`config.mk`:
```
export PLATFORM = sky130hd
export DESIGN_NAME = bin2bcd_seq
export DESIGN_NICKNAME = d
export VERILOG_FILES = /design/src/rtl/bin2bcd_seq.sv
export SDC_FILE = /design/constraint.sdc
export NUM_CORES = 1
export LEC_CHECK = 0
export CAP_MARGIN = 20
export CELL_PAD_IN_SITES_DETAIL_PLACEMENT = 0
export CELL_PAD_IN_SITES_GLOBAL_PLACEMENT = 1
export CORE_UTILIZATION = 40
export CTS_CLUSTER_SIZE = 14
export DETAILED_ROUTE_END_ITERATION = 6
export DONT_BUFFER_PORTS = 1
export GPL_TIMING_DRIVEN = 0
export PLACE_DENSITY = 0.79
export SLEW_MARGIN = 30
export SYNTH_ARGS = -nofsm -noshare
export SYNTH_HDL_FRONTEND = slang
export SYNTH_SLANG_ARGS = --single-unit
```
`constraint.sdc`:
```
create_clock -name clk -period 1.7 [get_ports clk]
set_input_delay 0.51 -clock clk [delete_from_list [all_inputs] [get_ports clk]]
set_output_delay 0.51 -clock clk [all_outputs]
set_load 0.05 [all_outputs]
```
`src/rtl/bin2bcd_seq.sv`:
```
// -----------------------------------------------------------------------------
// bin2bcd_seq
//
// Sequential binary to packed 8421-BCD converter (shift-and-add-3 / double
// dabble). One operand bit is consumed per clock. A conversion is started with
// a start/busy/done handshake, and its result feeds the seven-segment decoders.
//
// Parameters
//   BIN_W   width of the binary operand (1..16)
//   DIGITS  number of BCD digits produced (1..5)
//
// Ports
//   clk       system clock, all logic on the rising edge
//   rst       synchronous, active-high reset
//   start     conversion request, sampled only while idle
//   bin_in    binary operand, captured when start is accepted
//   busy      high while a conversion is in progress
//   done      one-cycle pulse when bcd_out/overflow have just been updated
//   bcd_out   packed 8421 digits, units digit in [3:0]
//   overflow  operand exceeded 10^DIGITS-1; bcd_out then holds value mod 10^DIGITS
// -----------------------------------------------------------------------------
module bin2bcd_seq #(
    parameter int BIN_W  = 8,
    parameter int DIGITS = 3
) (
    input  logic                  clk,
    input  logic                  rst,
    input  logic                  start,
    input  logic [BIN_W-1:0]      bin_in,
    output logic                  busy,
    output logic                  done,
    output logic [4*DIGITS-1:0]   bcd_out,
    output logic                  overflow
);

    localparam int BCD_W = 4 * DIGITS;
    localparam int CNT_W = (BIN_W > 1) ? $clog2(BIN_W) : 1;
    localparam logic [CNT_W-1:0] LAST_CNT = CNT_W'(BIN_W - 1);

    typedef enum logic {
        IDLE,
        SHIFT
    } state_t;

    state_t              state;
    state_t              state_next;

    logic [BIN_W-1:0]    bin_shift;
    logic [BCD_W-1:0]    bcd_work;
    logic                ovf_acc;
    logic [CNT_W-1:0]    cnt;

    logic                accept;
    logic                finish;

    logic [BCD_W-1:0]    bcd_adj;
    logic [BCD_W-1:0]    bcd_shifted;
    logic [BIN_W-1:0]    bin_shifted;
    logic                carry_out;

    // Add 3 to every digit that is 5 or more, so that the following left
    // shift carries correctly into the next decimal digit. Digits are
    // adjusted independently; no carry propagates between them.
    function automatic logic [BCD_W-1:0] adjust_digits(input logic [BCD_W-1:0] w);
        logic [BCD_W-1:0] r;
        r = w;
        for (int d = 0; d < DIGITS; d++) begin
            if (w[4*d +: 4] >= 4'd5) begin
                r[4*d +: 4] = w[4*d +: 4] + 4'd3;
            end
        end
        return r;
    endfunction

    // One double-dabble step: adjust, then shift {bcd_work, bin_shift} left.
    // The bit pushed out of the top digit is dropped from the result (giving
    // value mod 10^DIGITS) and recorded as overflow.
    always_comb begin
        bcd_adj     = adjust_digits(bcd_work);
        carry_out   = bcd_adj[BCD_W-1];
        bcd_shifted = {bcd_adj[BCD_W-2:0], bin_shift[BIN_W-1]};
        bin_shifted = bin_shift << 1;
    end

    // State register.
    always_ff @(posedge clk) begin
        if (rst) begin
            state <= IDLE;
        end else begin
            state <= state_next;
        end
    end

    // Next-state logic.
    always_comb begin
        state_next = state;
        accept     = 1'b0;
        finish     = 1'b0;
        case (state)
            IDLE: begin
                if (start) begin
                    accept     = 1'b1;
                    state_next = SHIFT;
                end
            end
            SHIFT: begin
                if (cnt == LAST_CNT) begin
                    finish     = 1'b1;
                    state_next = IDLE;
                end
            end
            default: state_next = IDLE;
        endcase
    end

    // Working registers and result registers.
    always_ff @(posedge clk) begin
        if (rst) begin
            bin_shift <= '0;
            bcd_work  <= '0;
            ovf_acc   <= 1'b0;
            cnt       <= '0;
            done      <= 1'b0;
            bcd_out   <= '0;
            overflow  <= 1'b0;
        end else begin
            done <= finish;
            if (accept) begin
                bin_shift <= bin_in;
                bcd_work  <= '0;
                ovf_acc   <= 1'b0;
                cnt       <= '0;
            end else if (state == SHIFT) begin
                bin_shift <= bin_shifted;
                bcd_work  <= bcd_shifted;
                ovf_acc   <= ovf_acc | carry_out;
                cnt       <= cnt + CNT_W'(1);
                if (finish) begin
                    bcd_out  <= bcd_shifted;
                    overflow <= ovf_acc | carry_out;
                end
            end
        end
    end

    // busy is a decode of the state register, so it is free of input paths.
    assign busy = (state == SHIFT);

endmodule

```
# Word level (Yosys, flattened, before mapping)
# Cells that the tools add are included.
[op_classes]
add_sub_neg = 4
bitwise = 3
magnitude_cmp = 3
reduce_logical = 3
eq_ne = 1
n_mux = 11
[ops]
columns = ["operator", "n"]
rows = [
  ["$mux W8", 2],
  ["$add A4 B2 Y4 const B", 3],
  ["$ge A4 B3 Y1 const B", 3],
  ["$mux W4", 3],
  ["$mux W1", 5],
  ["$add A3 B1 Y3 const B", 1],
  ["$eq A3 B3 Y1 const B", 1],
  ["$reduce_and A3 Y1", 1],
  ["$not A1 Y1", 2],
  ["$pmux W1 S2", 1],
  ["$reduce_bool A2 Y1", 1],
  ["$reduce_or A2 Y1", 1],
  ["$or A1 B1 Y1", 1],
]
[word_totals]
input_bits = 11
wordCells = 33
regBits = 39

# Logic depth before layout (Yosys ltp)
# Gate-level depths: netlist (run 1).
[logic_depth]
ltp_word = 4
ltp_mapped = 8
mapped_depth_nobuf = 7

# Worst setup path after synthesis (run 1)
# No wires, ideal clock.
[synth_timing]
kind = "register -> register"
startpoint = "register state (netlist: busy)"
endpoint = "register bcd_out[10]"
n_path_buf = 2
stages_incl_launch_ff = 6
arrival_ns = 1.459
slack_ns = 0.148
synth_period_minus_slack_ns = 1.552
cell_sequence = "dfxtp_1 > buf_4 > nand2_1 > or2_1 > buf_6 > o311ai_2"
[synth_via]
elab_chain_cells = 3
[synth_rtl]
columns = ["element", "line_no", "rtl"]
rows = [
  ["start: declaration", "45", "state_t state;"],
  ["start signal: assignment", "90", "state <= state_next;"],
  ["$mux W1", "99", "case (state)"],
  ["$not A1 Y1 (no line)", "--", ""],
  ["$reduce_and A3 Y1 (no line) (*)", "--", ""],
  ["end signal: assignment", "139", "bcd_out <= bcd_shifted;"],
  ["end: declaration", "32", "output logic [4*DIGITS-1:0] bcd_out,"],
]
# Mark *: on every way between the ends. The rest lies on a longest branch, timed or not.
# A chain may end at the register's enable or synchronous reset.

# Worst setup path in the final report (run 1)
[layout_timing]
startpoint = "register cnt[0]"
endpoint = "register bcd_out[10]"
[layout_via]
elab_chain_cells = 4
[layout_rtl]
columns = ["element", "line_no", "rtl"]
rows = [
  ["start: declaration", "51", "logic [CNT_W-1:0] cnt;"],
  ["start signal: assignment", "137", "cnt <= cnt + CNT_W'(1);"],
  ["$eq A3 B3 Y1", "107", "if (cnt == LAST_CNT) begin"],
  ["$mux W1", "107", ""],
  ["$mux W1", "99", ""],
  ["$reduce_and A3 Y1 (no line)", "--", ""],
]
# Every way passes these cells.

==> results of run 1 <==
[Yosys cell counts, types with 3 or more instances]
library cell | number | area share (%)
ha_1 | 8 | 5.5
nand2b_1 | 3 | 1.0
inv_1 | 9 | 1.9
dfxtp_1 | 39 | 43
buf_2 | 7 | 1.9
mux2i_1 | 11 | 6.1
a21oi_1 | 22 | 6.1
nor3_1 | 4 | 1.1
nor3b_1 | 3 | 1.2
nor2b_1 | 3 | 1.0
a211oi_1 | 3 | 1.2
xnor2_1 | 3 | 1.5
nand2_1 | 24 | 5.0
o21ai_0 | 14 | 3.9
a31oi_1 | 3 | 1.0
nand3_1 | 7 | 1.9
nor2_1 | 24 | 5.0
[cell usage in the layout, fill, tap and decap left out, types with 4 or more instances in the layout]
cell type  instances
nor2_1            24
clkbuf_8           5
nor3_1             4
inv_1              9
o21ai_0           14
a21oi_1           21
mux2i_1           11
buf_2              6
dfxtp_1           38
nand2_1           24
ha_1               8
nand3_1            7
[stage by stage]
step	power [W]	hold slack [ns]	cells
3_3_place_gp	0.00112	0.466	264
3_5_place_dp	0.00112	0.471	264
6_report	0.00176	0.434	272
5_1_grt	0.00183	0.465	272
4_1_cts	0.00178	0.417	272
2_1_floorplan	0.00109	0.453	212
[routing by layer]
metal	global-route usage [%]	vias up	part of all wire (%)
li1	-	751	-
met1	22.9	665	50
met2	24.9	26	44
met3	3.92	8	3.3
met4	8.84	0	2.7
met5	0	-	0
[layout make-up]
class | instances | area, sq um | area share (%)
Multi-Input combinational cell | 152 | 927 | 47.0
Tap cell | 52 | 65.1 | 3.30
Clock inverter | 3 | 23.8 | 1.20
Buffer | 11 | 67.6 | 3.42
Sequential cell | 39 | 782 | 39.6
Inverter | 10 | 40.0 | 2.03
Clock buffer | 5 | 68.8 | 3.49
[timing repair]
item                       CTS  global route
pin swaps                    0             0
setup endpoints to repair    7             4
gates resized for setup      2             2
[how the worst max path moves through the flow]
stage,endpoint,slack (ns)
2_1_floorplan,bcd_out[10],0.15
3_3_place_gp,bcd_out[1],-0.008
3_5_place_dp,bcd_out[1],-0.009
4_1_cts,bcd_out[0],0.08
5_1_grt,bcd_out[3],0.01
6_report,bcd_out[10],0.16
[state kept, by name, indices dropped and copies added, names as in the netlist]
signal,flops
bcd_out,12
busy,1
overflow,1
cnt,3
ovf_acc,1
done,1
bcd_work,12
bin_shift,8
[power by group through the flow]
stage | Clock [W] | Combinational (W) | Sequential [W]
final | 0.000658 | 0.000149 | 0.000954
after global routing | 0.000705 | 0.000170 | 0.000957
after CTS | 0.000677 | 0.000149 | 0.000953
after detailed placement | 0 | 0.000148 | 0.000974
after global placement | 0 | 0.000148 | 0.000974
after floorplan | 0 | 0.000117 | 0.000970
[cell families after synthesis]
kind of cell               count (synthesis)
AOI/OAI and AO/OA                         58
xor gates and xnor gates                   3
adders and majority gates                  8
buffers and inverters                     21
DFF                                       39
muxes                                     11
and+or+nand+nor                           72
==> impl_metrics.py, run 1 <==
metrics = {
    "pwr": {
        "internal_power_w": 0.00128,
        "p_switching_w": 0.000478,
        "netSwitchingFraction_pct": 27.2,
        "clkPwrFrac_pct": 37.4,
        "power_density_nw_per_um2": 892,
        "seqPwrFrac_pct": 54.2,
        "combPwrFrac_pct": 8.4,
        "leakage_nw": 0.732,
        "ir_drop_mv": 0.314,
    },
    "setup_path": {
        "critPathLaunch": "cnt[0]",
        "end_kind": "register",
        "crit_fanout": 10,
        "cpPeakStageDelay_ns": 0.37,
        "crit_path_frequent_cell": "ha_1",
        "rr_worst_depth": 8,
        "crit_arrival_ns": 1.75,
        "cp_top_family": "simple AND/OR/NAND/NOR gates",
        "reg2reg_from": "cnt[0]",
        "required_ns": 1.90,
        "crit_cells": 8,
        "cp_num_buf_inv": 2,
        "reg2reg_setup_slack_ns": 0.16,
        "slowest_stage": "dfxtp_1",
        "crit_type": "register to register",
        "start_kind": "register",
        "rr_endpoint": "bcd_out[10]",
        "cp_cell_sequence": "ha_1 > ha_1 > nand2_1 > or2_1 > buf_6 > inv_4 > nand3_1 > o311ai_2",
    },
    "status": {
        "status": "complete, no violations",
    },
    "timing": {
        "slew_violations": 0,
        "worst_pin_slew_ns": 0.552,
        "hold_viol_final": 0,
        "worst_slack_ns": 0.156,
        "slew_headroom_pct": 63.1,
        "finalSetupViolCount": 0,
        "setup_tns_ns": 0,
        "rsz0062_at_grt": "no",
        "min_period_ns": 1.54,
        "fin_skew_ns": 0.00397,
        "fmax_mhz": 648,
        "period_share_pct": 90.8,
    },
    "clock_network": {
        "clock-root-buffer": "clkbuf_8",
        "htreeDepth": 2,
        "cts_made_buffers": 5,
        "clkSinkCount": 39,
        "cts_tree": "built",
        "cts_buffer_depth": 2,
        "cts.clk_slew.worst_paths_ns": 0.08,
        "cts_setup_buffers": 0,
        "clock_latency_ns": 0.29,
        "holdBufCountCts": 0,
    },
    "min_path": {
        "hold-path-cell-count": 2,
        "min_from": "bin_in[0]",
        "worstHoldPathType": "input port to register",
        "hold_end": "bin_shift[0]",
    },
    "finish": {
        "antenna_cells": 0,
        "area_delta_synth_final_pct": 9.20,
        "num-nets-final": 238,
        "nFillCells": 429,
        "stdcell_area_sq_um": 1970,
        "final_layout_size_suffix_gt1_share_pct": 11.8,
        "final_util_pct": 45.3,
    },
    "drt": {
        "post-route-drc-count": 0,
        "ant_nets": 0,
        "wire_per_inst_um": 14.1,
        "wl_mm": 3.83,
        "firstDrtPassIters": 4,
        "vias_per_cell": 5.33,
        "drt_iter0_markers": 60,
        "dr_total_vias": 1450,
    },
    "yosys": {
        "synth_xor_area_share_pct": 1.45,
        "synth_seq_cells": 39,
        "synthArstFlopShare_pct": 0,
        "synth-compound-area-share_pct": 20.1,
        "synth_flop_cell": "dfxtp_1",
        "synthAdderAreaFrac_pct": 5.54,
        "synth_top_family_by_area": "compound AO/OA/AOI/OAI gates",
        "syn-num-nets": 231,
        "synth_area_sq_um": 1810,
        "ys_seq_area_share_pct": 43.2,
        "ys_warn_count": 0,
        "synthSimpleGateAreaFrac_pct": 17.9,
        "synth_mux_area_share_pct": 6.09,
        "synth_edf_count": 0,
        "synthCells": 212,
        "synth.distinct_cells": 37,
        "syn_avg_cell_area_sq_um": 8.53,
    },
    "floorplan": {
        "die_w_um": 69.2,
        "initial_utilization_pct": 41.5,
        "core.rowCount": 24,
        "die_area_sq_um": 4790,
        "core_sq_um": 4350,
        "io_pins": 26,
        "die_h_um": 69.2,
    },
    "global_route": {
        "grt_max_degree": 15,
        "grt_usage_pct": 16.9,
        "globalRouteOverflowTotal": 0,
        "antenna_found_initial": 0,
        "grt_pass1_wl_mm": 6.48,
        "grt_pass1_vias": 1311,
    },
    "run": {
        "timing.max_cap.violations": 0,
    },
    "placed_design": {
        "dp_worst_setup_slack_ns": -0.00865,
        "place_area_sq_um": 1870,
        "gp_congestion": 0.740,
        "post-dp-hpwl_mm": 2.65,
        "portBuffers": 0,
    },
}
Note: power is estimated with default switching activity, not from simulation.
==> inputs of run 2 (changes only) <==
--- a/config.mk
+++ b/config.mk
@@ -13,7 +13,7 @@
 export DETAILED_ROUTE_END_ITERATION = 6
 export DONT_BUFFER_PORTS = 1
 export GPL_TIMING_DRIVEN = 0
-export PLACE_DENSITY = 0.79
+export PLACE_DENSITY_LB_ADDON = 0.1
 export SLEW_MARGIN = 30
 export SYNTH_ARGS = -nofsm -noshare
 export SYNTH_HDL_FRONTEND = slang
==> run 2 against run 1 <==
Effect of this change: cell count is the same; combinational power is essentially flat; critical endpoint is now bcd_out[0]; clock skew grew 0.0012 ns; die area is the same; largest power group unchanged; setup slack lost 0.065 ns; critical path depth shrank 1; via count grew 3.1%; the run now ends with DRC left; total power grew 2.3%; hold slack gained 0.020 ns; sequential power is essentially flat; clock power grew 5.9%.
==> impl_metrics.py, run 2 (synthesis gave the netlist of run 1 again) <==
metrics = {
    "status": {
        "status": "finished with violations",
        "violations": "DRC",
    },
    "setup_path": {
        "cpPeakStageDelay_ns": 0.32,
        "crit_arrival_ns": 1.79,
        "required_ns": 1.88,
        "end_kind": "register",
        "crit_type": "register to register",
        "crit_path_frequent_cell": "ha_1",
        "crit_fanout": 10,
        "rr_worst_depth": 7,
        "start_kind": "register",
        "cp_cell_sequence": "ha_1 > ha_1 > nand2_1 > or2_1 > buf_6 > clkinv_2 > a22o_1",
        "slowest_stage": "dfxtp_1",
    },
    "timing": {
        "hold_viol_final": 0,
        "slew_headroom_pct": 64.5,
        "period_share_pct": 94.6,
        "slew_violations": 0,
        "worst_pin_slew_ns": 0.532,
        "rsz0062_at_grt": "no",
        "min_period_ns": 1.61,
        "finalSetupViolCount": 0,
        "fin_skew_ns": 0.00513,
        "fmax_mhz": 622,
        "setup_tns_ns": 0,
        "fin_hold_ws_ns": 0.454,
    },
    "clock_network": {
        "cts_buffer_depth": 2,
        "holdBufCountCts": 0,
        "cts_made_buffers": 5,
        "clkSinkCount": 39,
        "cts_setup_buffers": 0,
        "clock_latency_ns": 0.29,
        "post_cts_resized": 2,
        "cts_tree": "built",
        "clock-root-buffer": "clkbuf_8",
        "cts.clk_slew.worst_paths_ns": 0.08,
        "htreeDepth": 2,
    },
    "min_path": {
        "hold-path-cell-count": 2,
        "worstHoldPathType": "input port to register",
    },
    "placed_design": {
        "gp_congestion": 0.778,
        "portBuffers": 0,
        "post-dp-hpwl_mm": 2.89,
    },
    "finish": {
        "mostFrequentLayoutCell": "dfxtp_1",
        "final_layout_size_suffix_gt1_share_pct": 11.8,
        "antenna_cells": 0,
        "area_delta_synth_final_pct": 9.62,
        "reg.largest.list": "bcd_out: 12 flops, bcd_work: 12 flops, bin_shift: 8 flops",
        "final_cell_mix": "38 x dfxtp_1, 24 x nand2_1, 24 x nor2_1",
        "num-nets-final": 238,
    },
    "floorplan": {
        "core_sq_um": 4350,
        "die_w_um": 69.2,
        "io_pins": 26,
        "die_h_um": 69.2,
        "core.rowCount": 24,
        "die_area_sq_um": 4790,
        "initial_utilization_pct": 41.5,
    },
    "global_route": {
        "grt_pass1_wl_mm": 6.68,
        "use_met1_pct": 21.4,
        "grt_max_degree": 13,
        "grt_usage_pct": 17.5,
        "gr-usage-met2_pct": 28.4,
        "gr-max-usage-layer": "met2",
        "globalRouteOverflowTotal": 0,
        "use_met3_pct": 5.38,
        "grt_pass1_vias": 1447,
        "antenna_found_initial": 0,
    },
    "pwr": {
        "leakage_nw": 0.740,
        "ir_drop_mv": 0.362,
        "power_density_nw_per_um2": 909,
    },
    "drt": {
        "firstDrtPassIters": 7,
        "wire_per_inst_um": 14.8,
        "vias_per_cell": 5.50,
        "drt_iter0_markers": 47,
        "dr_total_vias": 1495,
        "ant_nets": 0,
        "post-route-drc-count": 1,
        "wl_mm": 4.03,
    },
    "run": {
        "timing.max_cap.violations": 0,
    },
}
==> run 2: changes by cell type in the layout (fill, tap and decap cells not counted), sizes merged <==
cell      before  now
buf            9   10
clkinv         0    1
inv           11    9
clkinvlp       2    1
clkbuf         7    8
==> run 2: per-layer routing <==
metal,share of wire [%],up-vias
li1,-,749
met1,46,700
met2,47,35
met3,4.0,11
met4,2.5,0
met5,0,-
==> run 2: worst max-delay path: cells and delay by family (launching register included) <==
| kind | cells | cell delay, ns |
|---|---|---|
| adders and majority gates | 2 | 0.42 |
| DFF | 1 | 0.32 |
| buffers and inverters | 2 | 0.29 |
| AOI/OAI and AO/OA | 1 | 0.26 |
| and+or+nand+nor | 2 | 0.22 |
==> run 2: final timing paths <==
path / from / end / slack [ns]
min: bin_in[0] / bin_shift[0] / 0.45
max reg2reg: cnt[0] / bcd_out[0] / 0.09
min reg2reg: bin_shift[6] / bin_shift[7] / 0.50
max: cnt[0] / bcd_out[0] / 0.09
==> run 2: final cells by class <==
cell class              instances  area [sq um]
plain buffers                  11          65.1
clock buffers                   7          96.3
clock inverters                 1          7.51
fillers                       419          2370
inverters                      10          38.8
multi-input cells             152           927
flip-flops and latches         39           782
well taps                      52          65.1
==> run 2: report_power, final <==
| part | total, W | leakage [nW] | switching, W | internal (W) |
|---|---|---|---|---|
| Combinational | 0.000151 | 0.374 | 0.0000960 | 0.0000554 |
| Sequential | 0.000953 | 0.316 | 0.0000202 | 0.000933 |
| Clock | 0.000697 | 0.0505 | 0.000328 | 0.000369 |
==> run 2: through the flow <==
step	cell area [sq um]	cells	worst slack (ns)	util, %	total power, W
2_1_floorplan	1810	212	0.148	-	0.00109
3_3_place_gp	1870	264	-0.00518	43.0	0.00112
3_5_place_dp	1870	264	-0.0172	43.0	0.00112
4_1_cts	1980	272	0.100	45.5	0.00183
5_1_grt	1980	272	0.00677	45.5	0.00189
6_report	1980	272	0.0912	45.5	0.00180
==> inputs of run 3 (changes only) <==
==> config.mk (replaced) <==
export PLATFORM = sky130hd
export DESIGN_NAME = bin2bcd_seq
export DESIGN_NICKNAME = d
export VERILOG_FILES = /design/src/rtl/bin2bcd_seq.sv
export SDC_FILE = /design/constraint.sdc
export NUM_CORES = 1
export LEC_CHECK = 0
export CORE_UTILIZATION = 40
export CTS_CLUSTER_SIZE = 14
export DETAILED_ROUTE_END_ITERATION = 6
export DONT_BUFFER_PORTS = 1
export GPL_TIMING_DRIVEN = 0
export SLEW_MARGIN = 30
export SYNTH_ARGS = -nofsm -noshare
export SYNTH_HDL_FRONTEND = slang
export SYNTH_SLANG_ARGS = --single-unit
==> run 3 against run 2 <==
Effect of this change: the flow now finishes without violations; sequential power hardly changed; hold slack got worse by 0.022 ns; flip-flop and latch count is the same; die area unchanged; clock-buffer cell count decreased by 2; sequential share of layout area increased by 0.38 points; wire length fell by 4.6%; critical endpoint is now bcd_out[4]; largest cell class unchanged.
==> impl_metrics.py, run 3 (synthesis gave the netlist of run 1 again) <==
metrics = {
    "drt": {
        "dr_total_vias": 1438,
        "post-route-drc-count": 0,
        "wire_per_inst_um": 14.1,
        "drt_iter0_markers": 110,
        "wl_mm": 3.85,
        "vias_per_cell": 5.29,
        "ant_nets": 0,
        "firstDrtPassIters": 6,
    },
    "floorplan": {
        "die_w_um": 69.2,
        "io_pins": 26,
        "core.rowCount": 24,
        "initial_utilization_pct": 41.5,
        "die_area_sq_um": 4790,
        "core_sq_um": 4350,
        "die_h_um": 69.2,
    },
    "placed_design": {
        "portBuffers": 0,
        "gp_congestion": 0.726,
        "post-dp-hpwl_mm": 2.63,
    },
    "clock_network": {
        "cts_buffer_depth": 2,
        "cts.clk_slew.worst_paths_ns": 0.08,
        "cts_tree": "built",
        "cts_setup_buffers": 0,
        "clock_latency_ns": 0.29,
        "clock-root-buffer": "clkbuf_8",
        "holdBufCountCts": 0,
        "htreeDepth": 2,
        "clkSinkCount": 39,
        "cts_made_buffers": 5,
    },
    "min_path": {
        "worstHoldPathType": "input port to register",
        "hold-path-cell-count": 2,
        "min_from": "bin_in[0]",
    },
    "timing": {
        "setup_tns_ns": 0,
        "finalSetupViolCount": 0,
        "fmax_mhz": 643,
        "rsz0062_at_grt": "no",
        "slew_violations": 0,
        "hold_viol_final": 0,
        "min_period_ns": 1.55,
        "worst_pin_slew_ns": 0.530,
        "period_share_pct": 91.5,
        "slew_headroom_pct": 64.6,
        "fin_skew_ns": 0.00291,
        "fin_hold_ws_ns": 0.432,
    },
    "setup_path": {
        "crit_arrival_ns": 1.77,
        "slowest_stage": "dfxtp_1",
        "cp_cell_sequence": "ha_1 > ha_1 > a21oi_2 > buf_2 > nand2_1 > o21ai_0",
        "rr_worst_depth": 6,
        "crit_cells": 6,
        "cpPeakStageDelay_ns": 0.33,
        "cp_num_buf_inv": 1,
        "end_kind": "register",
        "crit_type": "register to register",
        "start_kind": "register",
        "reg2reg_setup_slack_ns": 0.15,
        "crit_path_frequent_cell": "ha_1",
        "required_ns": 1.92,
        "crit_fanout": 10,
        "reg2reg_from": "cnt[0]",
        "critPathLaunch": "cnt[0]",
        "cp_top_family": "adder cells",
    },
    "pwr": {
        "ir_drop_mv": 0.331,
        "power.total_w": 0.00172,
        "leakage_nw": 0.738,
        "p_switching_w": 0.000451,
        "netSwitchingFraction_pct": 26.2,
        "combPwrFrac_pct": 8.7,
        "power_density_nw_per_um2": 876,
        "seqPwrFrac_pct": 55.4,
        "clkPwrFrac_pct": 35.9,
        "internal_power_w": 0.00127,
    },
    "finish": {
        "final_cell_mix": "38 x dfxtp_1, 24 x nand2_1, 24 x nor2_1",
        "final_layout_size_suffix_gt1_share_pct": 11.8,
        "num-nets-final": 238,
        "antenna_cells": 0,
        "mostFrequentLayoutCell": "dfxtp_1",
        "nFillCells": 429,
        "area_delta_synth_final_pct": 8.58,
        "reg.largest.list": "bcd_out: 12 flops, bcd_work: 12 flops, bin_shift: 8 flops",
    },
    "global_route": {
        "grt_pass1_vias": 1342,
        "grt_max_degree": 13,
        "antenna_found_initial": 0,
        "grt_pass1_wl_mm": 6.44,
        "globalRouteOverflowTotal": 0,
        "grt_usage_pct": 16.9,
    },
    "status": {
        "status": "complete, no violations",
    },
    "run": {
        "timing.max_cap.violations": 0,
    },
}
run 3: changes by cell type in the layout (fill, tap and decap cells not counted), sizes merged:
cell      previous run  this run
clkbuf               8         6
clkinv               1         3
clkinvlp             1         0
inv                  9        10
run 3: cell type report:
| type | instances | area (sq um) | area share, % |
|---|---|---|---|
| well taps | 52 | 65.1 | 3.31 |
| multi-input cells | 152 | 927 | 47.2 |
| clock buffers | 5 | 68.8 | 3.51 |
| plain buffers | 11 | 65.1 | 3.31 |
| inverters | 10 | 40.0 | 2.04 |
| flip-flops and latches | 39 | 782 | 39.8 |
| clock inverters | 3 | 15.0 | 0.765 |
run 3: worst reg2reg max path, delay by kind of cell, from the launching register on:
kind	cells	cell delay, ns
flip-flops	1	0.33
AND/OR/NAND/NOR	1	0.08
AO/OA/AOI/OAI	2	0.36
buffers and inverters	1	0.31
adder cells (fa/ha/maj)	2	0.40
run 3: final timing paths:
path,end
hold / removal,bin_shift[0]
hold reg to reg,ovf_acc
setup / recovery,bcd_out[4]
setup reg to reg,bcd_out[4]
run 3: stage by stage:
stage                     area, sq um  setup slack (ns)  cells  utilization (%)
after floorplan                  1810             0.148    212                -
after global placement           1870          -0.00978    264             43.0
after detailed placement         1870         -0.000490    264             43.0
after CTS                        1960            0.0920    272             45.1
after global routing             1960            0.0350    272             45.1
final                            1960             0.145    272             45.1
run 3: layer usage:
metal / vias to the layer above / global-route usage (%) / routed length, um
li1: 745 / - / -
met3: 6 / 5.38 / 158
met5: - / 0 / 0
met1: 665 / 20.1 / 1870
met4: 0 / 6.80 / 64
met2: 22 / 28.2 / 1760
run 3: power groups by stage:
| stage | sequential (W) | clock [W] | combinational [W] |
|---|---|---|---|
| floorplan | 0.000970 | 0 | 0.000117 |
| global placement | 0.000974 | 0 | 0.000147 |
| detailed placement | 0.000974 | 0 | 0.000148 |
| CTS | 0.000953 | 0.000629 | 0.000149 |
| global route | 0.000955 | 0.000671 | 0.000169 |
| finish | 0.000953 | 0.000618 | 0.000149 |
run 3: what timing repair did:
| item | in CTS | in global routing |
|---|---|---|
| gates cloned | 0 | 0 |
| resized for setup | 2 | 1 |
| endpoints found under the setup margin | 11 | 2 |
